**config.mk**
```make
export PLATFORM = sky130hd
export DESIGN_NAME = sensor_pulse_capture
export DESIGN_NICKNAME = d
export VERILOG_FILES = /design/src/rtl/sensor_pulse_capture.sv
export SDC_FILE = /design/constraint.sdc
export NUM_CORES = 1
export LEC_CHECK = 0
export BUFFER_PORTS_ARGS = -buffer_cell sky130_fd_sc_hd__buf_2
export CORE_MARGIN = 2
export CORE_UTILIZATION = 53
export CTS_BUF_LIST = sky130_fd_sc_hd__clkbuf_4 sky130_fd_sc_hd__clkbuf_8 sky130_fd_sc_hd__clkbuf_16
export DETAILED_ROUTE_END_ITERATION = 8
export PLACE_DENSITY = 0.78
export REMOVE_ABC_BUFFERS = 1
export SETUP_SLACK_MARGIN = 0.15
export SLEW_MARGIN = 20
export SYNTH_ARGS = -nofsm -noshare
export SYNTH_HDL_FRONTEND = slang
export SYNTH_SLANG_ARGS = --single-unit
```
**constraint.sdc**
```tcl
create_clock -name clk -period 5.9 [get_ports clk]
set_clock_uncertainty 0.05 [all_clocks]
set_input_delay 1.77 -clock clk [delete_from_list [all_inputs] [get_ports clk]]
set_output_delay 1.77 -clock clk [all_outputs]
set_load 0.005 [all_outputs]
```
**src/rtl/sensor_pulse_capture.sv**
```systemverilog
// sensor_pulse_capture: sync, optionally deglitch (SENSOR_PULSE_FILTER_EN) and time sensor pulses into a 4-entry FWFT FIFO
// Records are {start timestamp, saturating width}; runts below MIN_WIDTH are discarded.
module sensor_pulse_capture #(
  parameter int TS_WIDTH   = 24,
  parameter int W_WIDTH    = 16,
  parameter int MIN_WIDTH  = 4,
  parameter int FILTER_LEN = 3
) (
  input  logic                clk,
  input  logic                reset,
  input  logic                envelope_in,
  input  logic [TS_WIDTH-1:0] timestamp,
  output logic                pulse_valid,
  input  logic                pulse_ready,
  output logic [TS_WIDTH-1:0] pulse_start,
  output logic [W_WIDTH-1:0]  pulse_width,
  output logic                overflow,
  input  logic                overflow_clear
);
  typedef enum logic {IDLE, HIGH} state_t;
  localparam logic [W_WIDTH-1:0] MIN_W = W_WIDTH'(MIN_WIDTH);
  logic                         r_s1, r_s2, r_s3, w_filt;
  state_t                       r_state, w_next;
  logic [TS_WIDTH-1:0]          r_start;
  logic [W_WIDTH-1:0]           r_width;
  logic [TS_WIDTH+W_WIDTH-1:0]  r_mem [4];
  logic [1:0]                   r_wp, r_rp;
  logic [2:0]                   r_cnt;
  logic                         r_ovf;
  logic                         w_rise, w_fall, w_rec, w_push, w_pop;
  always_ff @(posedge clk) begin
    if (reset) begin
      r_s1 <= 1'b0;
      r_s2 <= 1'b0;
    end else begin
      r_s1 <= envelope_in;
      r_s2 <= r_s1;
    end
  end
`ifdef SENSOR_PULSE_FILTER_EN
  localparam int CW = $clog2(FILTER_LEN + 1);
  logic          r_flt;
  logic [CW-1:0] r_fcnt;
  // Level follows s2 only after FILTER_LEN consecutive disagreeing samples.
  always_ff @(posedge clk) begin
    if (reset) begin
      r_flt  <= 1'b0;
      r_fcnt <= '0;
    end else if (r_s2 == r_flt) begin
      r_fcnt <= '0;
    end else if (r_fcnt == CW'(FILTER_LEN - 1)) begin
      r_flt  <= r_s2;
      r_fcnt <= '0;
    end else begin
      r_fcnt <= r_fcnt + 1'b1;
    end
  end
  assign w_filt = r_flt;
`else
  assign w_filt = r_s2;
`endif
  assign w_rise = w_filt & ~r_s3;
  assign w_fall = ~w_filt & r_s3;
  always_ff @(posedge clk) begin
    if (reset) begin
      r_s3    <= 1'b0;
      r_state <= IDLE;
    end else begin
      r_s3    <= w_filt;
      r_state <= w_next;
    end
  end
  always_comb begin
    w_next = r_state;
    w_rec  = 1'b0;
    if (r_state == IDLE && w_rise) w_next = HIGH;
    if (r_state == HIGH && w_fall) begin
      w_next = IDLE;
      w_rec  = r_width >= MIN_W;
    end
  end
  always_ff @(posedge clk) begin
    if (reset) begin
      r_start <= '0;
      r_width <= '0;
    end else if (r_state == IDLE && w_rise) begin
      r_start <= timestamp;
      r_width <= W_WIDTH'(1);
    end else if (r_state == HIGH && !w_fall && r_width != '1) begin
      r_width <= r_width + 1'b1;
    end
  end
  assign pulse_valid = r_cnt != 3'd0;
  assign w_pop       = pulse_valid & pulse_ready;
  // A same-cycle pop frees the slot, so a full FIFO still accepts the push.
  assign w_push      = w_rec & (r_cnt != 3'd4 | w_pop);
  always_ff @(posedge clk) begin
    if (w_push) r_mem[r_wp] <= {r_start, r_width};
  end
  always_ff @(posedge clk) begin
    if (reset) begin
      r_wp  <= '0;
      r_rp  <= '0;
      r_cnt <= '0;
    end else begin
      r_wp  <= r_wp + {1'b0, w_push};
      r_rp  <= r_rp + {1'b0, w_pop};
      r_cnt <= r_cnt + {2'b0, w_push} - {2'b0, w_pop};
    end
  end
  always_ff @(posedge clk) begin
    if (reset) r_ovf <= 1'b0;
    else r_ovf <= (w_rec & ~w_push) ? 1'b1 : (overflow_clear ? 1'b0 : r_ovf);
  end
  assign overflow                   = r_ovf;
  assign {pulse_start, pulse_width} = pulse_valid ? r_mem[r_rp] : '0;
endmodule

```
==> metrics.md <==
| Metric | Value |
|---|---|
| Status | finished, final reports clean |
| Postcts setup bufs | 0 |
| Router iterations before antenna repair | 7 |
| Leakage | about 3.3 nW |
| First-pass GRT wire length | around 25 mm |
| Drt via density | about 5.9 |
| Mapped Cells | 519 |
| Final period util | about three quarters |
| Total grt overflow | 0 |
| Fillcell total | around 1,100 |
| P_sw | 0.8317 mW |
| Max-slew violation count | 0 |
| Overall routing resource usage | a little under 20% |
| Placer Congestion | slightly below 0.8 |
| Worst Tran Pin Value | 1.108 ns |
| Cell Int Power | roughly 2.7 mW |
| Vias in the first global route | between 4,000 and 5,000 |
| Area added between synthesis and finish | 15.01% |
| H-tree depth | 1 |
| Worst hold margin | a little under 0.4 ns |
| Combinational power share | between 10% and 20% |
| IO Port Bufs | 70 |
| Total of max-cap violations | 0 |
| Via count | between 4,000 and 5,000 |
| Die height | ~130 um |
| Post-CTS Resized | 0 |
| Final Hold Violating Endpoints | 0 |
| Die outline area | ~17,000 um^2 |
| WP data arrival | ~2.6 ns |
| Worst-Skew Late Latency | 0.48 ns |
| CTS sink cnt | between 200 and 250 |
| Pin count of the biggest net entering global routing | 42 |
| Slew headroom | about a quarter |
| Hold Path Cell Cnt | 1 |
| DRT antenna net count | 0 |
| Clk slew on worst S/H paths | about 0.06 ns |
| Routed wire length | 15.82 mm |
| Critical Path Fanout Max | 30 |
| Final nets | about 620 |
| Most frequent cells in the layout | edfxtp_1 (160), buf_2 (70), nand2_1 (57) |
| Final core occ | between 60% and 70% |
| Req. time, crit path | ~4.1 ns |
| Period minus WS final | 4.413 ns |
| Switching Share | between 20% and 30% |
| Seq/Total Area, Yosys | a little over two thirds |
| FF+latch count, synth | 212 |
| Critical path class | flop to output pin |
| Dpl hpwl | between 9 and 10 mm |
| CP Launch Type | flop |
| Clock power frac | a little over a third |
| Starting Density | roughly 54% |
| I/O Pins | 71 |
| Total CTS buffers | 21 |
| # rows | 45 |
| Highest Clock Rate | ~230 MHz |
| Crit path capture type | output pin |
| Post-Syn Area | between 8000 and 9000 um^2 |
| Ys Warns | 0 |
| Cell variety after synth | between 40 and 50 |
| P per Cell Area | ~370 nW/um^2 |
| Unrepaired setup endpoints after global routing | false |
| Root Driver | clkbuf_16 |
| ANT cells | 0 |
| Cts hold-fix bufs | 0 |
| 1st-iter DRT viols | approximately 350 |
| Core Area | 15,200 um^2 |
| Sequential Power Share | 47.4% |
| Worst hold path type | flop to flop |
| Final setup viols | 0 |
| Setup TNS | 0 ns |
| Fraction of layout cells with a size suffix above 1 | 27.24% |
| VDD IR max | roughly 0.00019 V |
| Initial antenna violation count | 0 |
| Syn Area/Cell | between 15 and 20 um^2 |
| Residual DRC | 0 |
| WL/cell | roughly 20 um |
| Bufs on Longest Clock Path | 3 |
| CTS tree | done |
| R2R depth | 11 |
| Width of the die | 128.9 um |
| Most common cell after layout, fill and taps aside | edfxtp_1 |
[worst max-delay path, stage by stage, from the launching register on]
cell     delay (ns)
dfxtp_2        0.58
buf_4          0.58
mux4_2         0.60
nor2b_1        0.17
buf_2          0.16
[Yosys cell counts (all sizes together)]
master  number  area (um^2)
nor3         2        10.01
o31ai        7        52.55
nor2         7        26.28
and3         3        23.77
o41ai        2        17.52
nand2       57        214.0
xnor2        3        26.28
nand2b       4        25.02
o21ai        4        20.02
inv          7        26.28
buf         12        66.31
o21bai       1        7.510
o311a        1        10.01
o31a         1        8.760
a31oi        1        6.260
and4         5        46.29
o311ai       1        8.760
a21oi       37        188.9
mux2i        1        10.01
fa           1        20.02
or2          1        6.260
mux4        40        900.9
ha           6        75.07
and2         1        6.260
nand4b       1        8.760
nand4        9        56.30
nor3b        3        27.52
or3          4        25.02
nand3        4        20.02
nor4b        1        8.760
o21a         1        7.510
edfxtp     160         4805
clkbuf      18        67.56
dfxtp       52         1041
xor2         1        8.760
nor4         5        31.28
or4          7        56.30
nor2b       48        300.3
[final cells by class]
class | instances | area (um^2) | share of cell area (%)
clock buffer | 34 | 660.6 | 6.948
tap | 188 | 235.2 | 2.474
sequential | 212 | 5848 | 61.51
timing repair buffer | 76 | 432.9 | 4.553
multi-input combinational | 270 | 2292 | 24.11
inverter | 7 | 26.28 | 0.2764
clock inverter | 3 | 12.51 | 0.1316
[sequential cells by signal, summed over array words and instances, names as in the netlist]
register / cells
overflow: 1
r_cnt: 3
r_mem: 160
r_rp: 2
r_s1: 1
r_s2: 1
r_s3: 1
r_start: 24
r_state: 1
r_width: 16
r_wp: 2
[per-stage QoR]
stage	worst slack (ns)	power (mW)	cells	instance area, um^2
5_1_grt	1.280	3.678	790	9508
6_report	1.487	3.521	790	9508
3_3_place_gp	1.832	2.292	753	8831
3_5_place_dp	1.767	2.306	753	8831
2_1_floorplan	0.2596	2.079	489	8133
4_1_cts	1.403	3.567	790	9504
[layer usage]
layer / share of wire [%] / track usage, % / up-vias
li1: - / - / 2119
met1: 41 / 24.49 / 2367
met2: 51 / 33.77 / 163
met3: 6.1 / 3.909 / 33
met4: 1.8 / 5.499 / 0
met5: 0 / 0 / -
[cell families after synthesis]
kind of cell | synth area share (%)
AO/OA/AOI/OAI | 3.966
flip-flops | 70.71
adder cells (fa/ha/maj) | 1.150
AND/OR/NAND/NOR | 10.79
buffers and inverters | 1.937
multiplexers | 11.02
XOR/XNOR | 0.4239
[worst paths after layout]
path / slack [ns] / endpoint / start
max: 1.49 / pulse_width[9] / r_rp[0]$_SDFF_PP0_
max reg2reg: 3.04 / r_cnt[2]$_SDFF_PP0_ / r_width[8]$_SDFFE_PP0P_
min: 0.39 / r_s2$_SDFF_PP0_ / r_s1$_SDFF_PP0_
min reg2reg: 0.39 / r_s2$_SDFF_PP0_ / r_s1$_SDFF_PP0_
[power by group through the flow]
stage / sequential [mW] / clock (mW) / combinational [mW]
CTS: 1.67 / 1.29 / 0.606
finish: 1.67 / 1.26 / 0.591
global route: 1.68 / 1.35 / 0.652
detailed placement: 1.70 / 0 / 0.603
floorplan: 1.72 / 0 / 0.357
global placement: 1.70 / 0 / 0.591
Note: power is estimated with default switching activity, not from simulation.
